**src/rtl/carfield_soc_fixture.sv**
```systemverilog
// carfield_soc_fixture
// Host-side boot/preload sequencer for the Carfield SoC. From the boot and
// preload modes it optionally streams a security-island (SECD) image and wakes
// SECD, streams the Cheshire image, writes the boot address, launches Cheshire,
// then polls the end-of-computation scratch register until bit 0 is set.
//
// Ports:
//   clk_i, rst_i            clock, synchronous active-high reset
//   start_i                 one-cycle start pulse (honoured only in IDLE)
//   boot_mode_i             0 preload, 1 SD (unsupported), 2/3 autonomous
//   preload_mode_i          0 JTAG, 1 serial link, 2 UART, 3 reserved
//   secd_en_i               SECD image present
//   chs_entry_i             Cheshire entry address, latched at start
//   img_valid_i/img_ready_o image beat handshake
//   img_addr_i/img_data_i   beat target address / data
//   img_last_i              last beat of the current image
//   bus_req_o/bus_gnt_i     bus request / grant
//   bus_we_o, bus_addr_o, bus_wdata_o   request attributes
//   bus_rvalid_i/bus_rdata_i            read response
//   busy_o, done_o, error_o, exit_code_o status
//
// Optional feature: define CARFIELD_FIXTURE_TIMEOUT_EN to enable a watchdog
// that aborts polling to ERR (exit code 32'hFFFF_FFFF) after TimeoutCycles.
module carfield_soc_fixture #(
  parameter int unsigned          AddrWidth     = 48,
  parameter int unsigned          DataWidth     = 32,
  parameter logic [AddrWidth-1:0] SecdWakeAddr  = 48'h0_2040_0000,
  parameter logic [31:0]          SecdEntry     = 32'hE000_0080,
  parameter logic [AddrWidth-1:0] ChsBootAddr   = 48'h0_0300_0004,
  parameter logic [AddrWidth-1:0] ChsGoAddr     = 48'h0_0300_0000,
  parameter logic [AddrWidth-1:0] ScratchAddr   = 48'h0_0300_0008,
  parameter int unsigned          PollCycles    = 1024,
  parameter int unsigned          TimeoutCycles = 2**20
) (
  input  logic                 clk_i,
  input  logic                 rst_i,
  input  logic                 start_i,
  input  logic [1:0]           boot_mode_i,
  input  logic [1:0]           preload_mode_i,
  input  logic                 secd_en_i,
  input  logic [31:0]          chs_entry_i,
  input  logic                 img_valid_i,
  output logic                 img_ready_o,
  input  logic [AddrWidth-1:0] img_addr_i,
  input  logic [DataWidth-1:0] img_data_i,
  input  logic                 img_last_i,
  output logic                 bus_req_o,
  input  logic                 bus_gnt_i,
  output logic                 bus_we_o,
  output logic [AddrWidth-1:0] bus_addr_o,
  output logic [DataWidth-1:0] bus_wdata_o,
  input  logic                 bus_rvalid_i,
  input  logic [DataWidth-1:0] bus_rdata_i,
  output logic                 busy_o,
  output logic                 done_o,
  output logic                 error_o,
  output logic [31:0]          exit_code_o
);

  typedef enum logic [3:0] {
    IDLE, LOAD_SECD, WAKE_SECD, LOAD_CHS, BOOT_ADDR, GO,
    POLL_WAIT, POLL_RD, DONE, ERR
  } state_e;

  state_e      state;
  logic        last_pend;  // last image beat issued, waiting for its grant
  logic        rd_wait;    // scratch read granted, waiting for rvalid
  logic [31:0] entry;
  logic [31:0] poll_cnt;
  logic        in_load;
  logic        beat_acc;

  assign in_load = (state == LOAD_SECD) || (state == LOAD_CHS);
  // A beat may be accepted in the same cycle the previous write is granted,
  // which keeps the request asserted with the new beat's address/data.
  assign img_ready_o = in_load && !last_pend && (!bus_req_o || bus_gnt_i);
  assign beat_acc    = img_valid_i && img_ready_o;

`ifdef CARFIELD_FIXTURE_TIMEOUT_EN
  logic [31:0] wd_cnt;
`else
  logic timeout_unused;
  assign timeout_unused = ^TimeoutCycles;
`endif

  always_ff @(posedge clk_i) begin
    if (rst_i) begin
      state       <= IDLE;
      last_pend   <= 1'b0;
      rd_wait     <= 1'b0;
      entry       <= '0;
      poll_cnt    <= '0;
      bus_req_o   <= 1'b0;
      bus_we_o    <= 1'b0;
      bus_addr_o  <= '0;
      bus_wdata_o <= '0;
      busy_o      <= 1'b0;
      done_o      <= 1'b0;
      error_o     <= 1'b0;
      exit_code_o <= '0;
`ifdef CARFIELD_FIXTURE_TIMEOUT_EN
      wd_cnt      <= '0;
`endif
    end else begin
      case (state)
        IDLE: begin
          if (start_i) begin
            entry <= chs_entry_i;
            if (boot_mode_i == 2'd1) begin
              state       <= ERR;
              done_o      <= 1'b1;
              error_o     <= 1'b1;
              exit_code_o <= 32'hBAD0_0001;
            end else if (boot_mode_i == 2'd0) begin
              if (preload_mode_i == 2'd3) begin
                state       <= ERR;
                done_o      <= 1'b1;
                error_o     <= 1'b1;
                exit_code_o <= 32'hBAD0_0003;
              end else begin
                busy_o <= 1'b1;
                // UART preload never carries a SECD image.
                state  <= (secd_en_i && preload_mode_i != 2'd2) ? LOAD_SECD : LOAD_CHS;
              end
            end else begin
              busy_o   <= 1'b1;
              poll_cnt <= '0;
              state    <= POLL_WAIT;
            end
          end
        end

        LOAD_SECD, LOAD_CHS: begin
          if (beat_acc) begin
            bus_req_o   <= 1'b1;
            bus_we_o    <= 1'b1;
            bus_addr_o  <= img_addr_i;
            bus_wdata_o <= img_data_i;
            last_pend   <= img_last_i;
          end else if (bus_req_o && bus_gnt_i) begin
            bus_req_o <= 1'b0;
            if (last_pend) begin
              last_pend <= 1'b0;
              state     <= (state == LOAD_SECD) ? WAKE_SECD : BOOT_ADDR;
            end
          end
        end

        WAKE_SECD, BOOT_ADDR, GO: begin
          if (!bus_req_o) begin
            bus_req_o <= 1'b1;
            bus_we_o  <= 1'b1;
            case (state)
              WAKE_SECD: begin
                bus_addr_o  <= SecdWakeAddr;
                bus_wdata_o <= DataWidth'(SecdEntry);
              end
              BOOT_ADDR: begin
                bus_addr_o  <= ChsBootAddr;
                bus_wdata_o <= DataWidth'(entry);
              end
              default: begin
                bus_addr_o  <= ChsGoAddr;
                bus_wdata_o <= DataWidth'(1);
              end
            endcase
          end else if (bus_gnt_i) begin
            bus_req_o <= 1'b0;
            case (state)
              WAKE_SECD: state <= LOAD_CHS;
              BOOT_ADDR: state <= GO;
              default: begin
                poll_cnt <= '0;
                state    <= POLL_WAIT;
              end
            endcase
          end
        end

        POLL_WAIT: begin
          if (poll_cnt == 32'(PollCycles - 1)) begin
            poll_cnt <= '0;
            state    <= POLL_RD;
          end else begin
            poll_cnt <= poll_cnt + 32'd1;
          end
        end

        POLL_RD: begin
          if (rd_wait) begin
            if (bus_rvalid_i) begin
              rd_wait <= 1'b0;
              if (bus_rdata_i[0]) begin
                exit_code_o <= {1'b0, bus_rdata_i[31:1]};
                busy_o      <= 1'b0;
                done_o      <= 1'b1;
                state       <= DONE;
              end else begin
                state <= POLL_WAIT;
              end
            end
          end else if (!bus_req_o) begin
            bus_req_o   <= 1'b1;
            bus_we_o    <= 1'b0;
            bus_addr_o  <= ScratchAddr;
            bus_wdata_o <= '0;
          end else if (bus_gnt_i) begin
            bus_req_o <= 1'b0;
            rd_wait   <= 1'b1;
          end
        end

        default: ;  // DONE and ERR hold until reset
      endcase

`ifdef CARFIELD_FIXTURE_TIMEOUT_EN
      // Abort only when no request is pending so a held request is never
      // withdrawn before its grant.
      if (state == POLL_WAIT || state == POLL_RD) begin
        if (wd_cnt >= 32'(TimeoutCycles - 1) && !bus_req_o) begin
          state       <= ERR;
          rd_wait     <= 1'b0;
          busy_o      <= 1'b0;
          done_o      <= 1'b1;
          error_o     <= 1'b1;
          exit_code_o <= 32'hFFFF_FFFF;
        end else begin
          wd_cnt <= wd_cnt + 32'd1;
        end
      end
`endif
    end
  end

endmodule

```
**config.mk**
```make
export PLATFORM = sky130hd
export DESIGN_NAME = carfield_soc_fixture
export DESIGN_NICKNAME = d
export VERILOG_FILES = /design/src/rtl/carfield_soc_fixture.sv
export SDC_FILE = /design/constraint.sdc
export NUM_CORES = 1
export LEC_CHECK = 0
export ABC_CLOCK_PERIOD_IN_PS = 2370
export BUFFER_PORTS_ARGS = -buffer_cell sky130_fd_sc_hd__buf_2
export CAP_MARGIN = 20
export CELL_PAD_IN_SITES_DETAIL_PLACEMENT = 1
export CELL_PAD_IN_SITES_GLOBAL_PLACEMENT = 1
export CORE_UTILIZATION = 32
export DETAILED_ROUTE_END_ITERATION = 6
export PLACE_DENSITY = 0.74
export SLEW_MARGIN = 10
export SYNTH_ARGS = -nofsm -noshare
export SYNTH_HDL_FRONTEND = slang
export SYNTH_SLANG_ARGS = --single-unit
```
**constraint.sdc**
```tcl
create_clock -name clk_i -period 2.37 [get_ports clk_i]
set_clock_uncertainty 0.15 [all_clocks]
set_input_delay 0.237 -clock clk_i [delete_from_list [all_inputs] [get_ports clk_i]]
set_output_delay 0.237 -clock clk_i [all_outputs]
set_load 0.01 [all_outputs]
```
==> Yosys cells after proc, flatten, opt, wreduce, memory -nomap -nowiden <==
Index checks and enable logic that the tools add are counted.
{ "word_totals": {"register_bits": 187, "input_bits": 156, "output_inout_bits": 118, "elab_cells": 153} }
{ "op_classes": {"n_addsub": 1, "n_eq_ne": 32, "n_mux": 77, "n_reduce_logical": 30} }
{ "ops": {"columns": ["op", "n"], "rows": [
  ["two-way mux 32 bit", 18],
  ["two-way mux 48 bit", 4],
  ["case mux 32 bit (3 select lines)", 2],
  ["case mux 48 bit (3 select lines)", 1],
  ["case mux 32 bit (2 select lines)", 2],
  ["case mux 30 bit (2 select lines)", 1],
  ["two-way mux 4 bit", 13],
  ["inequality test 2 bit (second input constant)", 18],
  ["adder 32 x 1 -> 32 bit (second input constant)", 1],
  ["== test 32 x 10 -> 1 bit (second input constant)", 1],
  ["two-way mux 1 bit", 28],
  ["AND reduction 7 bit", 3],
  ["case mux 4 bit (5 select lines)", 1],
  ["== test 4 x 3 -> 1 bit (second input constant)", 4],
  ["inequality test 3 bit (second input constant)", 4],
  ["AND reduction 10 bit", 1],
  ["== test 4 x 2 -> 1 bit (second input constant)", 2],
  ["nonzero test 2 bit", 4],
  ["case mux 1 bit (3 select lines)", 2],
  ["case mux 3 bit (2 select lines)", 1],
  ["nonzero test 3 bit", 2],
  ["logical AND 1 bit", 5],
  ["AND reduction 5 bit", 1],
  ["nonzero test 5 bit", 1],
  ["other kinds (15)", 20]
]} }

==> Depth between registers and ports, before layout <==
Gate-level depths: netlist of run 1.
{ "depth": {"word_depth": 8, "mapped_depth": 8, "mapped_depth_nobuf": 6} }

==> Least setup slack after synthesis of run 1 <==
Ideal clock, no wire load.
{ "synth_timing": {"kind": "register to register", "from": "register poll_cnt[0]", "to": "register poll_cnt[23]", "setup_ns": 0.130, "arrival_ns": 2.127, "required_ns": 2.090, "setup_slack_ns": -0.037, "path_stages_with_launch": 8, "path_buffers": 1, "period_less_slack_ns": 2.407, "path_cell_list": "dfxtp_1 ha_1 or4bb_1 or4_1 o21ai_1 a21o_1 buf_2 a21oi_1"} }
{ "synth_between": {"elab_chain_len": 3, "word_cells_on_any_way": 4, "cone_classes": "add/sub: 1; eq/ne: 1; mux: 2"} }
{ "synth_lines": {"columns": ["item", "line_no", "text"], "rows": [
  ["start, declared", "69", "logic [31:0] poll_cnt;"],
  ["start signal, assigned", "185", "poll_cnt <= poll_cnt + 32'd1;"],
  ["adder 32 x 1 -> 32 bit or == test 32 x 10 -> 1 bit (tied branches)", "185, 181", null],
  ["two-way mux 32 bit *", "181", "if (poll_cnt == 32'(PollCycles - 1)) begin"],
  ["case mux 32 bit (3 select lines) *", "105", "case (state)"]
]} }
Mark *: on every way between the ends. The rest lies on a longest branch, timed or not.
A chain may end at the register's enable or synchronous reset.

==> Worst setup path after layout of run 1 <==
{ "layout_timing": {"from": "register poll_cnt[1]", "to": "register poll_cnt[24]"} }
The elaborated chain is that of the path after synthesis.

==> results.json, run 1 <==
{
  "status": "complete, but fails checks",
  "violations": "setup timing",
  "power_density_mw_per_mm2": 963,
  "dpl_cell_area_mm2": 0.00963,
  "grt_pass1_vias": 8596,
  "synth_edf_count": 0,
  "finalWirelength_um": 28500,
  "die_height_um": 155,
  "final_cell_mix": "buf_2, dfxtp_1, dlygate4sd3_1",
  "synth.avg_cell_area_um2": 8.81,
  "fin_hold_ws_ns": 0.0147,
  "fin_nets": 1421,
  "cp.required_ns": 2.54,
  "period_minus_slack_ns": 2.43,
  "cts_sinks": 187,
  "viasPerCell": 5.12,
  "area_growth_syn_to_layout_pct": 56.4,
  "antenna_found_initial": 1,
  "multiInputGateArea_mm2": 0.00362,
  "io_buffers": 273,
  "total_power_mw": 11.2,
  "max_freq_mhz": 411,
  "initial_core_util_pct": 32.8,
  "cp_num_cells": 7,
  "fin_crit_sh_pct": 103,
  "fillers": 2661,
  "grt_overflow_total": 0,
  "worst_slew_margin_rel_pct": 64.6,
  "coreArea_mm2": 0.0228,
  "drv_slew": 0,
  "crit_type": "reg2reg",
  "groute.usage.overall_pct": 23.6,
  "rsz0062_at_grt": "yes",
  "htree_num_levels": 4,
  "hp-class": "in2reg",
  "routabilityCongestion": 0.818,
  "syn_inst": 848,
  "crit_chain": "ha_4 -> or4bb_1 -> or4_4 -> o21ai_4 -> a21o_4 -> buf_6 -> o21ba_4",
  "synthArstFlopShare_pct": 0,
  "worstPathMaxFanout": 5,
  "clockBufferDepth": 2,
  "final_common_cell": "buf_2",
  "layout-drive-gt1-share_pct": 34.0,
  "vdd_drop_max_mv": 0.467,
  "grt_first_pass_wirelength_um": 44800,
  "dp_worst_setup_slack_ns": -0.128,
  "synth.distinct_cells": 57,
  "fp.dieW_um": 155,
  "initialDrtViolationCount": 367,
  "end_kind": "flip-flop",
  "root_buffer": "clkbuf_16",
  "leakagePower_nw": 4.93,
  "syn_nets": 1005,
  "crit_family": "simple AND/OR/NAND/NOR gates",
  "ff2ff_path_depth": 7,
  "max_stage_delay_ns": 0.52,
  "startpoint_type": "flip-flop",
  "seq_area_frac_synth_pct": 50.1,
  "rows": 55,
  "firstDrtPassIters": 4,
  "clk_latency_ns": 0.43,
  "seq_area_mm2": 0.00376,
  "cts_tree": "built",
  "holdPathStages": 3,
  "crit_slowest_cell": "or4_4",
  "dp.cells": 1437,
  "grt_start_max_net_pins": 85,
  "finalWorstSetupSlack_ns": -0.0604,
  "maxCapViolCount": 0,
  "io_pins": 274,
  "post-route-cell-area_mm2": 0.0117,
  "syn-cell-area_mm2": 0.00747,
  "finalSetupViolations": 2,
  "path_clk_slew_ns": 0.07,
  "routedWlPerCell_um": 17.9,
  "critPathBufInv": 1,
  "arrival_ns": 2.60,
  "tightest_slew_ns": 0.524,
  "instances_no_fill": 1591,
  "synth_ff_type": "dfxtp_1",
  "place_hpwl_um": 18000,
  "drc_errors": 0,
  "synth_warnings": 0,
  "ys_ff_latch": 187,
  "ant_nets": 0,
  "numCtsBuffers": 17,
  "hold_violations": 0,
  "vias": 8147,
  "dieArea_mm2": 0.0239
}
registers in the layout, indices dropped and copies added (netlist names), 4 cells and up:
register and flops:
bus_addr_o 48, bus_wdata_o 32, entry 32, exit_code_o 32
poll_cnt 32, state 4
worst register-to-register path, cell delays in order, from the launching register on:
cell and delay [ns]:
dfxtp_2 0.37, ha_4 0.15, or4bb_1 0.41, or4_4 0.52
o21ai_4 0.21, a21o_4 0.23, buf_6 0.14, o21ba_4 0.15
worst paths after layout:
path                  startpoint             end  slack, ns
setup / recovery     poll_cnt[1]    poll_cnt[24]      -0.06
hold reg to reg        entry[14]       entry[14]       0.31
hold / removal    bus_rdata_i[2]  exit_code_o[1]       0.01
setup reg to reg     poll_cnt[1]    poll_cnt[24]      -0.06
through the flow:
step,util [%],TNS (ns)
5_1_grt,51.3,-0.335
3_3_place_gp,42.3,-0.134
2_1_floorplan,-,0
4_1_cts,50.6,0
3_5_place_dp,42.3,-1.64
6_report,51.3,-0.105
logic make-up after synthesis:
logic type,after synthesis,synth area share [%]
AND/OR/NAND/NOR,312,20.0
flip-flops,187,50.1
AO/OA/AOI/OAI,257,23.8
XOR/XNOR,13,1.52
buffers and inverters,75,3.94
adder cells (fa/ha/maj),1,0.168
multiplexers,3,0.402
cell type report:
class                   instances  area share [%]
well taps                     313            3.35
multi-input cells             586            31.0
diodes                          1          0.0214
repair buffers                464            28.0
inverters                       8           0.257
flip-flops and latches        187            32.2
clock inverters                14            1.48
clock buffers                  18            3.67
cell usage after synthesis, types with 4 or more instances:
master | count | share of area (%)
a22o_1 | 44 | 5.2
a21oi_1 | 73 | 4.9
and3_1 | 4 | 0.34
nor3_1 | 14 | 0.94
clkbuf_1 | 54 | 2.7
inv_1 | 8 | 0.40
o21ai_0 | 17 | 1.1
or3_1 | 10 | 0.84
buf_2 | 10 | 0.67
nand4_1 | 10 | 0.84
nand3_1 | 18 | 1.2
a211oi_1 | 36 | 3.6
or4_1 | 12 | 1.2
nand2_1 | 91 | 4.6
o31ai_1 | 11 | 1.1
nand4b_1 | 4 | 0.47
nand2b_1 | 6 | 0.50
xor2_1 | 10 | 1.2
a22oi_1 | 51 | 5.1
nor2_1 | 112 | 5.6
nor4_1 | 7 | 0.59
dfxtp_1 | 187 | 50
layer usage:
metal	share of wire, %	GRT usage (%)	up-vias
li1	-	-	3922
met1	40	26.5	3904
met2	51	42.7	253
met3	5.0	5.30	68
met4	3.6	10.7	0
met5	0	0	-
report_power, final:
group	switching, mW	internal (mW)	total (mW)
combinational	2.46	1.90	4.36
sequential	0.308	3.67	3.98
clock	1.47	1.43	2.90
total	4.24	7.00	11.2
repair_timing:
| action | in CTS | in global routing |
|---|---|---|
| buffers inserted | 4 | 4 |
| hold endpoints to repair | 111 | 0 |
| pin swaps | 5 | 12 |
| gates cloned | 2 | 0 |
| hold buffers | 111 | 0 |
| resized for setup | 19 | 34 |
| endpoints found under the setup margin | 51 | 73 |
Note: power is estimated with default switching activity, not from simulation.
==> inputs of run 2 (changes only) <==
- REMOVE_ABC_BUFFERS: default -> 1
==> run 2 against run 1 <==
The flow now finishes without violations. Total power up 0.43%. Via count rose by 3.4%. Fmax rose by 2.5%. Final area fell by 0.13%. Flip-flop and latch count is the same. Die area unchanged. Sequential power is essentially flat. Clock-buffer cell count is 1 lower. Non-clock buffer count rose by 1. Cell count hardly changed. Worst hold slack gained 0.0079 ns. Critical path type unchanged. Critical endpoint is now state[1].
==> results.json, run 2 (synthesis results as in run 1) <==
{
  "status": "finished, final reports clean",
  "power_density_mw_per_mm2": 968,
  "grt_start_max_net_pins": 64,
  "antenna_found_initial": 2,
  "rr_endpoint": "state[1]",
  "worstPathMaxFanout": 5,
  "crit_type": "reg2reg",
  "root_buffer": "clkbuf_16",
  "clockBufferDepth": 2,
  "crit_family": "simple AND/OR/NAND/NOR gates",
  "final_common_cell": "buf_2",
  "leakagePower_nw": 4.93,
  "drv_slew": 0,
  "cts_sinks": 187,
  "finalWorstSetupSlack_ns": 0.0000548,
  "grt_overflow_total": 0,
  "clk_latency_ns": 0.44,
  "place_hpwl_um": 17900,
  "fillers": 2671,
  "io_pins": 274,
  "tightest_slew_ns": 0.455,
  "seq_area_mm2": 0.00377,
  "htree_num_levels": 4,
  "crit_chain": "ha_1 -> or4bb_1 -> or4_4 -> o21ai_4 -> buf_4 -> a21oi_1 -> a311oi_1",
  "groute.usage.overall_pct": 25.2,
  "regMostFlops": "bus_addr_o",
  "multiInputGateArea_mm2": 0.00362,
  "cts_tree": "built",
  "initialDrtViolationCount": 552,
  "worst_r2r_startpoint": "poll_cnt[1]",
  "dieArea_mm2": 0.0239,
  "area_growth_syn_to_layout_pct": 56.2,
  "hold_violations": 0,
  "hold_start": "img_data_i[7]",
  "end_kind": "flip-flop",
  "rrSetupSlack_ns": 0.00005,
  "fp.dieW_um": 155,
  "dp.cells": 1431,
  "dp_worst_setup_slack_ns": -0.0555,
  "layout-drive-gt1-share_pct": 34.1,
  "numCtsBuffers": 17,
  "vdd_drop_max_mv": 0.433,
  "die_height_um": 155,
  "critPathBufInv": 1,
  "ant_nets": 0,
  "drc_errors": 0,
  "coreArea_mm2": 0.0228,
  "crit_slowest_cell": "or4bb_1",
  "period_minus_slack_ns": 2.37,
  "fin_nets": 1422,
  "grt_pass1_vias": 8575,
  "rows": 55,
  "ff2ff_path_depth": 7,
  "holdPathStages": 3,
  "fin_crit_sh_pct": 100,
  "maxCapViolCount": 0,
  "routedWlPerCell_um": 19.9,
  "instances_no_fill": 1592,
  "whs_endpoint": "bus_wdata_o[7]",
  "viasPerCell": 5.29,
  "startpoint_type": "flip-flop",
  "max_stage_delay_ns": 0.47,
  "grt_first_pass_wirelength_um": 46900,
  "total_power_mw": 11.3,
  "cp.required_ns": 2.55,
  "worst_slew_margin_rel_pct": 69.4,
  "io_buffers": 273,
  "largest_reg_flops": 48,
  "hp-class": "in2reg",
  "max_freq_mhz": 422,
  "routabilityCongestion": 0.780,
  "finalWirelength_um": 31800,
  "arrival_ns": 2.55,
  "initial_core_util_pct": 32.8,
  "finalSetupViolations": 0,
  "vias": 8421,
  "firstDrtPassIters": 5,
  "final_cell_mix": "buf_2, dfxtp_1, dlygate4sd3_1",
  "path_clk_slew_ns": 0.08
}
run 2: final cells by class:
| class | count | share of cell area [%] |
|---|---|---|
| Multi-Input combinational cell | 586 | 31.1 |
| Antenna cell | 1 | 0.0215 |
| Clock inverter | 15 | 1.65 |
| Clock buffer | 17 | 3.65 |
| Inverter | 8 | 0.257 |
| Timing Repair Buffer | 465 | 27.7 |
| Sequential cell | 187 | 32.3 |
| Tap cell | 313 | 3.36 |
run 2: routing by layer:
layer	vias up	share of wire [%]	GRT usage, %
met5	-	0.025	0
met4	2	4.4	13.8
met3	96	5.2	5.91
met2	299	52	44.7
met1	4090	39	27.8
li1	3934	-	-
run 2: worst register-to-register path, cell delays in order, from the launching register on:
cell      delay (ns)
dfxtp_1         0.36
ha_1            0.17
or4bb_1         0.47
or4_4           0.45
o21ai_4         0.16
buf_4           0.16
a21oi_1         0.08
a311oi_1        0.27
run 2: worst max path at each step:
stage                    end  depth (start not counted)   startpoint
3_3_place_gp    poll_cnt[23]                          7     state[2]
6_report            state[1]                          7  poll_cnt[1]
5_1_grt             state[1]                          7  poll_cnt[1]
4_1_cts         poll_cnt[17]                          6  poll_cnt[5]
2_1_floorplan  bus_addr_o[0]                          5     state[1]
3_5_place_dp        state[2]                          7  poll_cnt[0]
run 2: power breakdown:
| part | switching, mW | internal (mW) | total [mW] |
|---|---|---|---|
| Sequential | 0.332 | 3.67 | 4.00 |
| Combinational | 2.55 | 1.78 | 4.33 |
| Clock | 1.52 | 1.45 | 2.96 |
run 2: per-stage QoR:
step | utilization [%] | hold slack (ns) | instance area [um2] | TNS [ns]
floorplan | - | 0.156 | 7200 | -420.28
global placement | 42.0 | 0.291 | 9560 | 0
detailed placement | 42.0 | 0.297 | 9560 | -0.110
CTS | 50.0 | 0.00210 | 11400 | 0
global route | 51.2 | 0.0245 | 11700 | -0.150
finish | 51.2 | 0.0226 | 11700 | 0
run 2: what timing repair did:
item	4_1_cts	5_1_grt
pin swaps	1	11
gates resized for setup	14	40
endpoints found under the setup margin	31	74
endpoints found under the hold margin	114	0
setup buffers	1	9
hold buffers	115	0
gates cloned	0	3
==> inputs of run 3 (changes only) <==
- CORE_MARGIN: default -> 4
==> run 3 against run 2 <==
Fmax increased by 2.3%. Via count decreased by 0.83%. Clock power increased by 3%. Cell count increased by 0.25%. Setup slack improved by 0.053 ns. Clock-buffer cell count unchanged. Flip-flop and latch count unchanged. Die area increased by 7.9%. Sequential power about the same. Final area decreased by 0.66%. Global-route usage decreased by 2.6 points. Total power decreased by 0.91%. Critical path type unchanged.
==> results.json, run 3 (synthesis results as in run 1) <==
{
  "place_hpwl_um": 19200,
  "regMostFlops": "bus_addr_o",
  "hp-class": "in2reg",
  "use_met1_pct": 26.3,
  "crit_chain": "nand4_2 -> or4_1 -> or3_1 -> or4_4 -> a21oi_2",
  "cts_tree": "built",
  "fillers": 2683,
  "htree_num_levels": 4,
  "routedWlPerCell_um": 19.8,
  "worst_r2r_startpoint": "poll_cnt[6]",
  "cp.required_ns": 2.59,
  "status": "finished, final reports clean",
  "routabilityCongestion": 0.826,
  "hold_start": "img_addr_i[29]",
  "vdd_drop_max_mv": 0.513,
  "fin_nets": 1423,
  "grt_overflow_total": 0,
  "worst_slew_margin_rel_pct": 63.0,
  "grt_pass1_vias": 8570,
  "arrival_ns": 2.54,
  "leakagePower_nw": 4.91,
  "rsz0062_at_grt": "yes",
  "clockBufferDepth": 2,
  "total_power_mw": 11.2,
  "largest_reg_flops": 48,
  "grt_busiest_layer": "met2",
  "period_minus_slack_ns": 2.32,
  "clk_latency_ns": 0.45,
  "grt_start_max_net_pins": 50,
  "fp.dieW_um": 161,
  "die_height_um": 161,
  "max_stage_delay_ns": 0.54,
  "worstPathMaxFanout": 3,
  "root_buffer": "clkbuf_16",
  "final_cell_mix": "buf_2, dfxtp_1, dlygate4sd3_1",
  "met2_usage_pct": 41.0,
  "finalSetupViolations": 0,
  "power_density_mw_per_mm2": 966,
  "drc_errors": 0,
  "end_kind": "flip-flop",
  "coreArea_mm2": 0.0228,
  "viasPerCell": 5.23,
  "firstDrtPassIters": 5,
  "crit_slowest_cell": "or4_1",
  "tightest_slew_ns": 0.549,
  "antenna_found_initial": 6,
  "ant_nets": 0,
  "rows": 55,
  "groute.usage.overall_pct": 22.5,
  "hold_violations": 0,
  "layout-drive-gt1-share_pct": 33.2,
  "cts_sinks": 187,
  "final_common_cell": "buf_2",
  "fin_hold_ws_ns": 0.0181,
  "grt_first_pass_wirelength_um": 47200,
  "vias": 8351,
  "max_freq_mhz": 432,
  "dieArea_mm2": 0.0258,
  "maxCapViolCount": 0,
  "area_growth_syn_to_layout_pct": 55.2,
  "io_pins": 274,
  "numCtsBuffers": 17,
  "crit_start": "poll_cnt[6]",
  "met3_usage_pct": 4.31,
  "path_clk_slew_ns": 0.08,
  "dpl_cell_area_mm2": 0.00960,
  "drv_slew": 0,
  "fin_crit_sh_pct": 97.7,
  "initialDrtViolationCount": 487,
  "startpoint_type": "flip-flop",
  "initial_core_util_pct": 32.8,
  "post-route-cell-area_mm2": 0.0116,
  "finalWirelength_um": 31600,
  "io_buffers": 273,
  "crit_type": "reg2reg"
}
-- run 3: path summary, 6_finish.rpt --
kind                    end  cells after the start  slack, ns
max            poll_cnt[28]                      5       0.05
min          bus_addr_o[29]                      3       0.02
max reg2reg    poll_cnt[28]                      5       0.05
min reg2reg       entry[17]                      2       0.31
-- run 3: repair_timing --
action                     CTS  global route
pin swaps                    3             7
resized for setup           10            25
hold buffers               116             0
buffers inserted             2             3
setup endpoints to repair   51           131
hold endpoints to repair   114             0
cloned                       0             1
-- run 3: layout make-up --
| cell class | count | area (um2) | area share [%] |
|---|---|---|---|
| Tap cell | 313 | 392 | 3.38 |
| Sequential cell | 187 | 3760 | 32.5 |
| Inverter | 8 | 30.0 | 0.259 |
| Clock buffer | 17 | 425 | 3.67 |
| Timing Repair Buffer | 466 | 3210 | 27.7 |
| Multi-Input combinational cell | 586 | 3550 | 30.7 |
| Antenna cell | 4 | 10.0 | 0.0864 |
| Clock inverter | 15 | 201 | 1.74 |
-- run 3: through the flow --
step | cells | setup TNS (ns) | setup slack [ns] | utilization (%)
floorplan | 781 | -420.28 | -6.24 | -
global placement | 1438 | 0 | 0.0459 | 42.2
detailed placement | 1438 | -0.463 | -0.0495 | 42.2
CTS | 1588 | 0 | 0.00132 | 50.2
global route | 1596 | -0.106 | -0.0182 | 50.9
finish | 1596 | 0 | 0.0535 | 50.9
-- run 3: layer usage --
metal | routed length (um) | vias up
met5 | 13 | -
met1 | 12600 | 4118
met3 | 1310 | 76
met4 | 1140 | 2
met2 | 16500 | 228
li1 | - | 3927
-- run 3: power by group --
group / leakage, nW / internal (mW) / switching, mW
clock network: 0.302 / 1.47 / 1.57
logic: 3.08 / 1.73 / 2.42
registers: 1.53 / 3.67 / 0.339
total: 4.91 / 6.87 / 4.32
-- run 3: worst max-delay path: cells and delay by family (launching register included) --
kind	cells	cell delay (ns)
AOI/OAI and AO/OA	1	0.14
and+or+nand+nor	4	1.59
DFF	1	0.36
